--- src/rtl/index_mask_builder.sv ---
// -----------------------------------------------------------------------------
// index_mask_builder
//
// Collects a frame of faulty-lane indices (one 2-bit index per beat) and
// turns it into a 4-lane mask. The frame ends on the beat flagged with
// in_last. The finished result is then held on the output until downstream
// takes it. Only one frame is in flight at a time. While a result is held,
// the input side stalls.
//
// Ports
//   clk        in   1  rising-edge clock for all state
//   reset      in   1  asynchronous, active-high reset
//   in_valid   in   1  index beat valid
//   in_ready   out  1  block accepts an index beat this cycle (ACCUM state)
//   in_idx     in   2  faulty-lane index, 0..3
//   in_last    in   1  final beat of the frame
//   out_valid  out  1  frame result valid (HOLD state)
//   out_ready  in   1  downstream accepts the frame result
//   out_mask   out  4  bit i set iff index i appeared in the frame
//   out_top    out  2  position of the highest set bit of out_mask (0 if none)
//   out_count  out  3  beats accepted in the frame, saturating at 7
//   out_dup    out  1  some index appeared more than once in the frame
// -----------------------------------------------------------------------------
module index_mask_builder (
    input  logic       clk,
    input  logic       reset,
    input  logic       in_valid,
    output logic       in_ready,
    input  logic [1:0] in_idx,
    input  logic       in_last,
    output logic       out_valid,
    input  logic       out_ready,
    output logic [3:0] out_mask,
    output logic [1:0] out_top,
    output logic [2:0] out_count,
    output logic       out_dup
);

    typedef enum logic {
        ACCUM = 1'b0,
        HOLD  = 1'b1
    } state_t;

    state_t     state;
    state_t     next_state;

    logic [3:0] acc_mask;
    logic [2:0] acc_count;
    logic       acc_dup;

    logic       accept;
    logic       release_frame;
    logic [3:0] beat_onehot;
    logic [3:0] mask_next;
    logic [2:0] count_next;
    logic       dup_next;
    logic [1:0] top_next;

    // Handshake decoding. The ready/valid outputs come straight from the
    // state. out_ready therefore has no effect in ACCUM. in_valid has no
    // effect in HOLD.
    always_comb begin
        next_state = state;
        in_ready   = 1'b0;
        out_valid  = 1'b0;
        case (state)
            ACCUM: begin
                in_ready = 1'b1;
                if (in_valid && in_last) begin
                    next_state = HOLD;
                end
            end
            HOLD: begin
                out_valid = 1'b1;
                if (out_ready) begin
                    next_state = ACCUM;
                end
            end
            default: begin
                next_state = ACCUM;
            end
        endcase
    end

    assign accept        = in_valid  & in_ready;
    assign release_frame = out_valid & out_ready;

    // Accumulator values including the current beat. The last beat's
    // contribution must appear in the loaded result, so the output
    // registers take these next values rather than the stored ones.
    always_comb begin
        beat_onehot = 4'b0001 << in_idx;
        mask_next   = acc_mask | beat_onehot;
        count_next  = (acc_count == 3'd7) ? 3'd7 : acc_count + 3'd1;
        dup_next    = acc_dup | (|(acc_mask & beat_onehot));
    end

    // Leading-one position of the mask being loaded. An empty mask
    // reports 0. The loaded mask always holds at least the last beat's
    // bit, so that case cannot occur here.
    always_comb begin
        if (mask_next[3]) begin
            top_next = 2'd3;
        end else if (mask_next[2]) begin
            top_next = 2'd2;
        end else if (mask_next[1]) begin
            top_next = 2'd1;
        end else begin
            top_next = 2'd0;
        end
    end

    // State register.
    always_ff @(posedge clk or posedge reset) begin
        if (reset) begin
            state <= ACCUM;
        end else begin
            state <= next_state;
        end
    end

    // Frame accumulator. It is cleared when the held result is handed
    // off, so the first beat after a handshake starts a fresh frame. It
    // does not change while HOLD waits, because no beat is accepted then.
    always_ff @(posedge clk or posedge reset) begin
        if (reset) begin
            acc_mask  <= 4'b0000;
            acc_count <= 3'd0;
            acc_dup   <= 1'b0;
        end else if (release_frame) begin
            acc_mask  <= 4'b0000;
            acc_count <= 3'd0;
            acc_dup   <= 1'b0;
        end else if (accept) begin
            acc_mask  <= mask_next;
            acc_count <= count_next;
            acc_dup   <= dup_next;
        end
    end

    // Result registers. They load only on the last beat of a frame and
    // hold stable through HOLD, whatever the input side does.
    always_ff @(posedge clk or posedge reset) begin
        if (reset) begin
            out_mask  <= 4'b0000;
            out_top   <= 2'd0;
            out_count <= 3'd0;
            out_dup   <= 1'b0;
        end else if (accept && in_last) begin
            out_mask  <= mask_next;
            out_top   <= top_next;
            out_count <= count_next;
            out_dup   <= dup_next;
        end
    end

endmodule

--- config.mk ---
export PLATFORM = sky130hd
export DESIGN_NAME = index_mask_builder
export DESIGN_NICKNAME = d
export VERILOG_FILES = /design/src/rtl/index_mask_builder.sv
export SDC_FILE = /design/constraint.sdc
export NUM_CORES = 1
export LEC_CHECK = 0
export CAP_MARGIN = 5
export CORE_UTILIZATION = 48
export DETAILED_ROUTE_END_ITERATION = 10
export PLACE_DENSITY = 0.76
export SYNTH_ARGS = -nofsm -noshare
export SYNTH_HDL_FRONTEND = slang
export SYNTH_SLANG_ARGS = --single-unit
--- constraint.sdc ---
create_clock -name clk -period 1.5 [get_ports clk]
set_clock_uncertainty 0.15 [all_clocks]
set_input_delay 0.3 -clock clk [delete_from_list [all_inputs] [get_ports clk]]
set_output_delay 0.3 -clock clk [all_outputs]
set_load 0.1 [all_outputs]
## After elaboration in Yosys (flattened, before gate mapping)

Index checks and enable logic that the tools add are counted.

| storage, ports and cells | value |
|---|---|
| register bits after elaboration | 19 |
| input bits | 7 |
| output and inout port bits | 12 |
| logic and storage cells | 36 |

| operators by class | value |
|---|---|
| add/sub/neg operators | 1 |
| equality and inequality tests | 1 |
| shift-type cells | 1 |
| mux-type cells | 15 |
| bitwise logic cells | 6 |
| reduce and logical (&&, ||, !) cells | 4 |

Operator list:

| cell | number |
|---|---|
| $mux 3 | 3 |
| $mux 4 | 2 |
| $mux 1 | 7 |
| $and 4x4->4 | 1 |
| $mux 2 | 2 |
| $or 4x4->4 | 1 |
| $reduce_or 4->1 | 1 |
| $shl 1x2->4 const A | 1 |
| $add 3x1->3 const B | 1 |
| $eq 3x3->1 const B | 1 |
| $and 1x1->1 | 2 |
| $logic_and 1x1->1 | 2 |
| $pmux 1 s2 | 1 |
| $reduce_bool 2->1 | 1 |
| $not 1->1 | 1 |
| $or 1x1->1 | 1 |

## Logic depth before layout (Yosys ltp)

| logic depth | value |
|---|---|
| depth after elaboration | 6 |
| depth in mapped cells | 5 |

## Worst setup path before layout

OpenSTA, ideal clock, no wires.

| timing path | value |
|---|---|
| path kind | flip-flop to flip-flop |
| from | register state |
| to | register acc_count[1] |
| setup time | 0.083 ns |
| data arrival time | 1.945 ns |
| slack | -0.678 ns |
| stages on the path, launching flop included | 5 |
| buffers on the path | 1 |
| clock period less this slack | 2.178 ns |
| cells stage by stage | dfrtp_1 -> buf_6 -> inv_1 -> nand2_1 -> o21ai_0 |

| between the ends | value |
|---|---|
| word-level cells in the longest chain between the ends | 3 |
| elaborated cells between the ends (all ways) | 6 |
| classes of those cells | 3 x mux; 2 x bitwise; 1 x reduce/logical |

RTL lines:

| item | line | source |
|---|---|---|
| from (decl) | 44 | `state_t state;` |
| from (signal assigned) | 118 | `state <= next_state;` |
| $mux 1 | 66 | `case (state)` |
| named net in_ready | 28 | `output logic in_ready,` |
| $and 1x1->1 | 85 | `assign accept = in_valid & in_ready;` |
| $reduce_bool 2->1 (no line) | -- |  |
| to (signal assigned) | 136 | `acc_count <= count_next;` |
| to (decl) | 48 | `logic [2:0] acc_count;` |

The timed path passes the listed nets, and every way through them passes these cells.
A chain may end at the register's enable or synchronous reset.

## Final worst setup path

| timing path | value |
|---|---|
| from | register state |
| to | output in_ready |

| between the ends | value |
|---|---|
| word-level cells in the longest chain between the ends | 1 |

RTL lines:

| item | line |
|---|---|
| $mux 1 | 66 |
| to (decl) | 28 |

Every way passes these cells.

==> metrics.yaml <==
fin_nets: 126
die_x_um: 45.0
slew_headroom: 0.776
numCtsBuffers: 3
timing.fmax_mhz: 650
fp.dieArea_um2: 2030
num_vias: 708
min_period_ps: 1540
syn-num-nets: 99
yosys_register_bits: 19
core_area_um2: 1730
setup-violations-final: 1
grt_pass1_vias: 610
multi_input_area_um2: 353
via_per_inst: 4.99
violations: "setup timing"
hold_viol_final: 0
clk_pin_slew_ps: 110
grt_overflow: 0
setup_ws_ps: -37.3
clockRootBuffer: "clkbuf_4"
cap_violations: 0
drive_gt1_frac: 0.265
peakVddDrop_v: 0.00117
p_per_area_nw_per_um2: 1900
dr.max_layer_used: "met4"
end_kind: "output pin"
grt_use_total: 0.181
drc_errors: 0
syn-instance-count: 91
seq_area_frac_synth: 0.535
period_share: 1.02
synth-warning-count: 0
drt_first_pass_iters: 4
syn_avg_cell_area_um2: 9.76
crit_slowest_cell: "dfrtp_4"
synthDistinctLibCells: 20
critical_path_required_ps: 1050
wl_um: 1670
cts.sinks: 19
synth_area_um2: 888
status: "complete, but fails checks"
cp_max_fo: 3
synth_area_leaders: "dfrtp_1 (54%), a21oi_1 (7.9%), o21ai_0 (6.8%), nand2_1 (5.1%), buf_6 (3.8%)"
finalPower_mw: 2.43
yosys.area.top_type: "dfrtp_1"
rsz0062_at_grt: "yes"
wl_met1_um: 796
initial_core_util: 0.514
tritoncts: "done"
placed_cells: 135
maxSlewViolCount: 0
p_leak_nw: 0.593
pre_cts_ws_ps: -219
diodes: 0
gp_congestion: 0.821
worstPathCellList: "clkinvlp_4 > buf_12"
dp_hpwl_um: 1270
seq_area_um2: 479
routed-wl-met2_um: 802
antenna_found_initial: 0
die_h_um: 45.0
path_class: "register to output pin"
syn_to_final_growth_pct: 43.7
wl_met3_um: 54
rows: 15
worst_pin_slew_ps: 335
fill_cells: 128
hp-class: "input pin to asynchronous set/reset pin"
clk_path_buf_depth: 2
cts_max_level: 1
ant_nets: 0
arrival_ps: 1090
cp_slowest_stage_delay_ps: 530
crit_path_start_kind: "register"
grt_pass1_wl_um: 2640
fin_cells: 142
first_iter_violations: 12
grt_max_degree: 21
clkLatencyLatePin_ps: 290
num_io_pins: 19
post_drt_wl_per_cell_um: 11.8
synth_top_area_frac: 0.535
io_buffers: 18
hold_buffers: 0
==> power breakdown <==
group	leakage (nW)	internal (mW)	switching, mW
combinational	0.345	0.494	0.869
clock	0.0150	0.103	0.148
sequential	0.234	0.661	0.153
==> path summary, 6_finish.rpt <==
check                        startpoint            to  slack, ps  depth (start not counted)
setup reg to reg                  state       acc_dup         60                          5
setup / recovery                  state      in_ready        -40                          2
hold reg to reg            acc_count[1]  acc_count[1]        380                          2
min in group clk           acc_count[1]  acc_count[1]        380                          2
hold / removal                    reset   out_mask[0]        180                          3
max in group asynchronous         reset         state        810                          3
==> layout make-up <==
class	instances	area share
Timing Repair Buffer	27	0.288
Sequential cell	19	0.375
Multi-Input combinational cell	63	0.276
Tap cell	25	0.0245
Inverter	4	0.0147
Clock buffer	4	0.0206
==> sequential cells by signal, summed over array words and instances (netlist names) <==
name and flops:
state 1, acc_mask 4, out_dup 1, out_top 2, acc_count 3, out_mask 4, out_count 3, acc_dup 1
==> cell usage after synthesis <==
master	number
a21boi_0	1
a21oi_1	14
a22o_2	1
a31oi_1	1
a32o_1	1
and2b_1	2
buf_4	2
buf_6	3
dfrtp_1	19
ha_1	1
inv_1	4
mux2i_1	1
nand2_1	12
nand2b_4	1
nand3b_4	1
nor2_1	8
nor2b_1	3
nor3_1	1
o21ai_0	12
o21ai_1	3
==> cell families after synthesis <==
| family | share of synthesized area |
|---|---|
| compound gates | 0.201 |
| fa+ha+maj | 0.0141 |
| buf+inv | 0.0718 |
| flops | 0.535 |
| mux | 0.0113 |
| simple gates | 0.166 |
==> repair_timing <==
item,in CTS,in global routing
buffers inserted,2,1
gates resized for setup,0,3
hold endpoints to repair,0,0
pin swaps,0,0
setup endpoints to repair,1,9
==> critical path: cells and delay by family (launching register included) <==
family / cells / cell delay, ps
DFF: 1 / 530
buffers and inverters: 2 / 270
==> layer usage <==
layer / vias to the layer above / track usage
li1: 359 / -
met1: 332 / 0.258
met5: - / 0
met4: 0 / 0.0364
met2: 15 / 0.290
met3: 2 / 0.0360
==> per-stage QoR <==
stage,util,instance area (um^2),hold slack [ps],setup TNS (ps)
final,0.739,1280,175,-37.3
after global routing,0.739,1280,216,-60.9
after detailed placement,0.710,1230,380,-1910
after CTS,0.734,1270,191,-35.9
after global placement,0.710,1230,357,-1260
after floorplan,-,902,101,-920
==> cells in the final DEF (no fill, tap or decap), types with 3 or more instances in the layout <==
master	instances
a21oi_1	14
buf_12	12
buf_4	9
clkbuf_4	3
clkdlybuf4s50_1	6
dfrtp_1	18
inv_1	3
nand2_1	11
nor2_1	8
nor2b_1	3
o21ai_0	9
o21ai_1	6
Power figures use the tool's default switching activity.
